**src/rtl/key_pkg.sv**
```systemverilog
// Shared constants for the push-button conditioning blocks.
// Latency: none (package only).
// Backpressure: none (package only).
package key_pkg;

    // Debouncer FSM state encoding
    localparam logic [1:0] ST_RELEASED      = 2'd0;
    localparam logic [1:0] ST_PRESS_CHECK   = 2'd1;
    localparam logic [1:0] ST_PRESSED       = 2'd2;
    localparam logic [1:0] ST_RELEASE_CHECK = 2'd3;

    // Default timing at 50 MHz
    localparam int DEB_5MS_50MHZ = 250000;
    localparam int LONG_1S_50MHZ = 50000000;

    // Bits needed to hold 0..max_val; never less than one bit so a
    // disabled (zero-length) timer still has a legal register.
    function automatic int cnt_width(input int max_val);
        return (max_val < 1) ? 1 : $clog2(max_val + 1);
    endfunction

endpackage

```
**src/rtl/key_debouncer_sync_2ff.sv**
```systemverilog
// Two-flop synchronizer for one asynchronous level input.
// Latency: 2 CLOCK_50 edges from d to q.
// Backpressure: none; q follows d continuously.
module sync_2ff #(
    parameter logic RESET_VAL = 1'b0
) (
    input  logic CLOCK_50,
    input  logic reset,
    input  logic d,
    output logic q
);

    logic meta;

    // Capture and re-time the raw level; reset loads the idle level
    always_ff @(posedge CLOCK_50) begin
        if (reset) begin
            meta <= RESET_VAL;
            q    <= RESET_VAL;
        end else begin
            meta <= d;
            q    <= meta;
        end
    end

endmodule

```
**src/rtl/key_debouncer.sv**
```systemverilog
// Push-button debouncer: synchronizer, debounce FSM, press/release/long-press pulses.
// Latency: press_pulse high in the cycle after edge DEBOUNCE_CYCLES+2 of a stable press.
// Backpressure: none; all outputs are registered one-cycle events or levels.
module key_debouncer
    import key_pkg::*;
#(
    parameter int DEBOUNCE_CYCLES   = DEB_5MS_50MHZ,
    parameter int LONG_PRESS_CYCLES = LONG_1S_50MHZ,
    parameter bit ACTIVE_LOW        = 1'b1
) (
    input  logic CLOCK_50,
    input  logic reset,
    input  logic key_in,
    output logic key_level,
    output logic press_pulse,
    output logic release_pulse,
    output logic long_press_pulse
);

    localparam int DW = cnt_width(DEBOUNCE_CYCLES);
    localparam int LW = cnt_width(LONG_PRESS_CYCLES);
    localparam logic [DW-1:0] DCNT_LAST = DW'(DEBOUNCE_CYCLES - 1);
    localparam logic [LW-1:0] LCNT_LAST = LW'(LONG_PRESS_CYCLES - 1);
    localparam logic [LW-1:0] LCNT_MAX  = LW'(LONG_PRESS_CYCLES);
    localparam bit            LONG_EN   = (LONG_PRESS_CYCLES > 0);

    logic          sync_q;
    logic          k_s;
    logic [1:0]    state, state_nxt;
    logic [DW-1:0] dcnt, dcnt_nxt;
    logic [LW-1:0] lcnt, lcnt_nxt;
    logic          long_fired, long_fired_nxt;
    logic          press_nxt, release_nxt, long_nxt, level_nxt;

    // Sync flops idle at the released electrical level
    sync_2ff #(
        .RESET_VAL (ACTIVE_LOW)
    ) u_sync (
        .CLOCK_50 (CLOCK_50),
        .reset    (reset),
        .d        (key_in),
        .q        (sync_q)
    );

    assign k_s = ACTIVE_LOW ? ~sync_q : sync_q;

    // State, counters and registered outputs; reset wins over everything
    always_ff @(posedge CLOCK_50) begin
        if (reset) begin
            state            <= ST_RELEASED;
            dcnt             <= '0;
            lcnt             <= '0;
            long_fired       <= 1'b0;
            key_level        <= 1'b0;
            press_pulse      <= 1'b0;
            release_pulse    <= 1'b0;
            long_press_pulse <= 1'b0;
        end else begin
            state            <= state_nxt;
            dcnt             <= dcnt_nxt;
            lcnt             <= lcnt_nxt;
            long_fired       <= long_fired_nxt;
            key_level        <= level_nxt;
            press_pulse      <= press_nxt;
            release_pulse    <= release_nxt;
            long_press_pulse <= long_nxt;
        end
    end

    // Next-state: a level change is accepted only after DEBOUNCE_CYCLES stable samples
    always_comb begin
        state_nxt = state;
        case (state)
            ST_RELEASED: begin
                if (k_s) state_nxt = ST_PRESS_CHECK;
            end
            ST_PRESS_CHECK: begin
                if (!k_s)                   state_nxt = ST_RELEASED;
                else if (dcnt == DCNT_LAST) state_nxt = ST_PRESSED;
            end
            ST_PRESSED: begin
                if (!k_s) state_nxt = ST_RELEASE_CHECK;
            end
            ST_RELEASE_CHECK: begin
                if (k_s)                    state_nxt = ST_PRESSED;
                else if (dcnt == DCNT_LAST) state_nxt = ST_RELEASED;
            end
            default: state_nxt = ST_RELEASED;
        endcase
    end

    // Counters and pulse generation; lcnt survives release bounces
    always_comb begin
        dcnt_nxt       = dcnt;
        lcnt_nxt       = lcnt;
        long_fired_nxt = long_fired;
        press_nxt      = 1'b0;
        release_nxt    = 1'b0;
        long_nxt       = 1'b0;
        level_nxt      = (state_nxt == ST_PRESSED) || (state_nxt == ST_RELEASE_CHECK);
        case (state)
            ST_RELEASED: begin
                dcnt_nxt = '0;
            end
            ST_PRESS_CHECK: begin
                if (!k_s) begin
                    dcnt_nxt = '0;
                end else if (dcnt == DCNT_LAST) begin
                    press_nxt      = 1'b1;
                    lcnt_nxt       = '0;
                    long_fired_nxt = 1'b0;
                end else begin
                    dcnt_nxt = dcnt + 1'b1;
                end
            end
            ST_PRESSED: begin
                dcnt_nxt = '0;
                if (k_s && (lcnt != LCNT_MAX)) lcnt_nxt = lcnt + 1'b1;
                if (LONG_EN && (lcnt == LCNT_LAST) && !long_fired) begin
                    long_nxt       = 1'b1;
                    long_fired_nxt = 1'b1;
                end
            end
            ST_RELEASE_CHECK: begin
                if (!k_s) begin
                    if (dcnt == DCNT_LAST) release_nxt = 1'b1;
                    else                   dcnt_nxt    = dcnt + 1'b1;
                end
            end
            default: begin
                dcnt_nxt = '0;
            end
        endcase
    end

endmodule

```
**config.mk**
```make
export PLATFORM = sky130hd
export DESIGN_NAME = key_debouncer
export DESIGN_NICKNAME = d
export VERILOG_FILES = /design/src/rtl/key_pkg.sv /design/src/rtl/key_debouncer_sync_2ff.sv /design/src/rtl/key_debouncer.sv
export SDC_FILE = /design/constraint.sdc
export NUM_CORES = 1
export LEC_CHECK = 0
export CAP_MARGIN = 40
export CORE_ASPECT_RATIO = 0.9
export CORE_MARGIN = 3
export CORE_UTILIZATION = 55
export CTS_BUF_LIST = sky130_fd_sc_hd__clkbuf_16
export CTS_CLUSTER_DIAMETER = 40
export DETAILED_ROUTE_END_ITERATION = 10
export PLACE_DENSITY_LB_ADDON = 0.2
export SYNTH_ARGS = -nofsm -noshare
export SYNTH_HDL_FRONTEND = slang
export SYNTH_HIERARCHICAL = 1
export SYNTH_SLANG_ARGS = --single-unit
```
**constraint.sdc**
```tcl
create_clock -name CLOCK_50 -period 1.8 [get_ports CLOCK_50]
set_clock_uncertainty 0.1 [all_clocks]
set_input_delay 0.54 -clock CLOCK_50 [delete_from_list [all_inputs] [get_ports CLOCK_50]]
set_output_delay 0.54 -clock CLOCK_50 [all_outputs]
set_load 0.05 [all_outputs]
```
==> flow_summary_export.csv <==
group,metric,value,unit
placed_design,dp_hpwl,4.71,mm
synthesis,syn_area_per_cell,8.48,sq um
sta,hold_viol,0,
worst_setup_path,critPathMaxFanout,6,
routing,vias_per_cell,6.94,
power_and_ir_drop,switching_power,0.463,mW
power_and_ir_drop,p_clk_frac,0.438,
routing,drt-total-wl,10.7,mm
worst_setup_path,required,1.90,ns
run_status,outcome,"complete, but fails checks",
routing,drt_iter0_drc,595,
routing,drc,0,
placed_design,place_ws,-0.364,ns
sta,period_needed,2.18,ns
synthesis,synthDominantCellAreaShare,0.411,
die,die_h,70.4,microns
sta,slew_headroom,0.546,
sta,period_share,1.21,
worst_setup_path,slowest_delay,0.41,ns
global_route,antenna_found_initial,0,
worst_setup_path,critPathArrivalTime,2.28,ns
global_route,grt_pass1_vias,2545,
sta,worstMarginPinSlew,0.678,ns
clock_network,clk_pin_slew,0.07,ns
power_and_ir_drop,power_density,557,nW/um^2
die,die-area,5460,sq um
die,fp.dieW,77.6,microns
synthesis,synth_area_leaders,"dfxtp_1 41%, xnor2_1 6.6%, nor2_1 5.5%",
global_route,overflow,0,
die,rows,22,
power_and_ir_drop,pwr-share-comb,0.024,
synthesis,synth_largest_area_cell,"dfxtp_1",
final_layout,final_cell_mix,"72 x buf_4, 36 x dfxtp_1, 33 x nor2_1",
clock_network,cts_tree,"yes",
routing,drt.antenna.violating_nets,0,
die,core-area,4270,sq um
synthesis,yosysSeqAreaShare,0.411,
global_route,grt_max_degree,17,
clock_network,cts-buffers-inserted,5,
clock_network,cts_buffer_depth,2,
routing,first_pass_iters,7,
power_and_ir_drop,p_seq_frac,0.538,
worst_setup_path,cp-end-kind,"flop",
worst_setup_path,worst_setup_path_start_kind,"flop",
routing,via_count,3108,
global_route,grt_pass1_wl,12.0,mm
power_and_ir_drop,max-vdd-ir-drop,0.568,mV
routing,wl_per_cell,23.8,microns
sta,max_freq,459,MHz
die,start_util,0.594,
power_and_ir_drop,power_switching_share,0.216,
synthesis,ys_ff_latch,52,
sta,setup_viol_count_final,43,
synthesis,yosysWarnings,6,
sta,drv_slew,0,
worst_setup_path,crit_type,"reg -> reg",
global_route,track_usage,0.274,
die,io_pins,7,
clock_network,cts.htree.levels,2,
synthesis,synth_ff_type,"dfxtp_1",
final_layout,nets,393,
clock_network,clock_sinks,52,
final_layout,drive_above_1_share,0.446,
synthesis,synth_area,2530,sq um
synthesis,syn_inst,299,
run,drv_cap,0,
sta,finalWorstSetupSlack,-0.380,ns
run_status,violations,"negative setup slack",
placed_design,place_congestion,0.889,
placed_design,io_buffers,6,
worst_setup_path,critPathSlowestCell,"dfxtp_1",
synthesis,synth_nets,305,
synthesis,synth_edf_count,0,
worst_setup_path,path_cells,"and4_1 -> nand4_1 -> o21ai_4 -> buf_6 -> and2_4 -> o21ai_1 -> a21oi_1",
synthesis,ys_async_sr_fraction,0,
clock_network,insertion_delay,0.29,ns
final_layout,area_growth,51.9,%
sta,setup_tns,-8.50,ns
worst_setup_path,reg2regPathDepth,7,
min_path,whs_path_depth,1,
synthesis,ys_types,47,
clock_network,root_buffer,"clkbuf_16",
power_and_ir_drop,p_leak,1.46,nW
final_layout,final_common_cell,"buf_4",
clock_network,holdBufCountCts,0,
final_layout,diodes,0,
sta,rsz0062_at_grt,"true",
power_and_ir_drop,power.internal,1.68,mW
min_path,hp-class,"reg -> reg",
sta,fin_hold_ws,0.392,ns
stage by stage:
step	power, mW	std cells	cell area, sq um	utilization
final	2.14	448	3850	0.903
after global routing	2.18	448	3850	0.903
after CTS	2.13	440	3550	0.832
after detailed placement	1.22	431	3290	0.771
after global placement	1.22	431	3290	0.771
after floorplan	1.20	299	2570	-
sequential cells by signal, summed over array words and instances (netlist names):
| name | cells |
|---|---|
| lcnt | 26 |
| release_pulse | 1 |
| state | 1 |
| press_pulse | 1 |
| long_press_pulse | 1 |
| dcnt | 18 |
| u_sync/q | 1 |
| u_sync/meta | 1 |
| key_level | 1 |
| long_fired | 1 |
worst max-delay path, delay by kind of cell, from the launching register on:
kind,cells,cell delay [ns]
flip-flops,1,0.41
AO/OA/AOI/OAI,3,0.66
buffers and inverters,1,0.18
AND/OR/NAND/NOR,3,0.73
kinds of logic (layout without fill, tap and decap cells):
kind of cell | after synthesis | count (layout) | synth area share
mux | 4 | 4 | 0.0158
flops | 52 | 52 | 0.411
simple gates | 147 | 148 | 0.323
compound gates | 50 | 50 | 0.118
xor+xnor | 26 | 26 | 0.0898
fa+ha+maj | 3 | 3 | 0.0148
buf+inv | 17 | 105 | 0.0276
final timing paths:
path,startpoint,end,slack (ns)
worst max register to register,lcnt[23],lcnt[22],-0.38
worst min register to register,long_fired,long_fired,0.39
worst max-delay path,lcnt[23],lcnt[22],-0.38
worst min-delay path,long_fired,long_fired,0.39
cells in the mapped netlist, types with 7 or more instances:
cell and count:
dfxtp_1 52, xnor2_1 19, o21ai_0 12, nand3_1 19, a21oi_1 23, and4_1 8, nand2_1 19, nand4_1 16
nor2_1 37, xor2_1 7, and3_1 13
layout make-up:
| cell class | count | area [sq um] |
|---|---|---|
| clock inverters | 3 | 18.8 |
| multi-input cells | 231 | 1740 |
| repair buffers | 91 | 805 |
| fillers | 151 | 415 |
| well taps | 60 | 75.1 |
| inverters | 6 | 22.5 |
| flip-flops and latches | 52 | 1060 |
| clock buffers | 5 | 125 |
power groups by stage:
stage	clock (mW)	combinational [mW]	sequential [mW]
5_1_grt	0.975	0.0525	1.15
4_1_cts	0.938	0.0411	1.15
6_report	0.940	0.0505	1.15
3_3_place_gp	0	0.0383	1.18
2_1_floorplan	0	0.0201	1.18
3_5_place_dp	0	0.0395	1.18
repair_timing:
| action | CTS | global route |
|---|---|---|
| setup endpoints to repair | 33 | 38 |
| resized for setup | 32 | 57 |
| gates cloned | 1 | 0 |
| pin swaps | 19 | 38 |
| setup buffers | 2 | 9 |
metal layers:
metal | vias up | wire length (microns) | GRT usage
met5 | - | 0 | 0
met4 | 0 | 698 | 0.0870
met3 | 105 | 1300 | 0.0503
met2 | 319 | 4830 | 0.425
met1 | 1430 | 3850 | 0.383
li1 | 1254 | - | -
No activity file was read; power rests on OpenSTA's default activity.
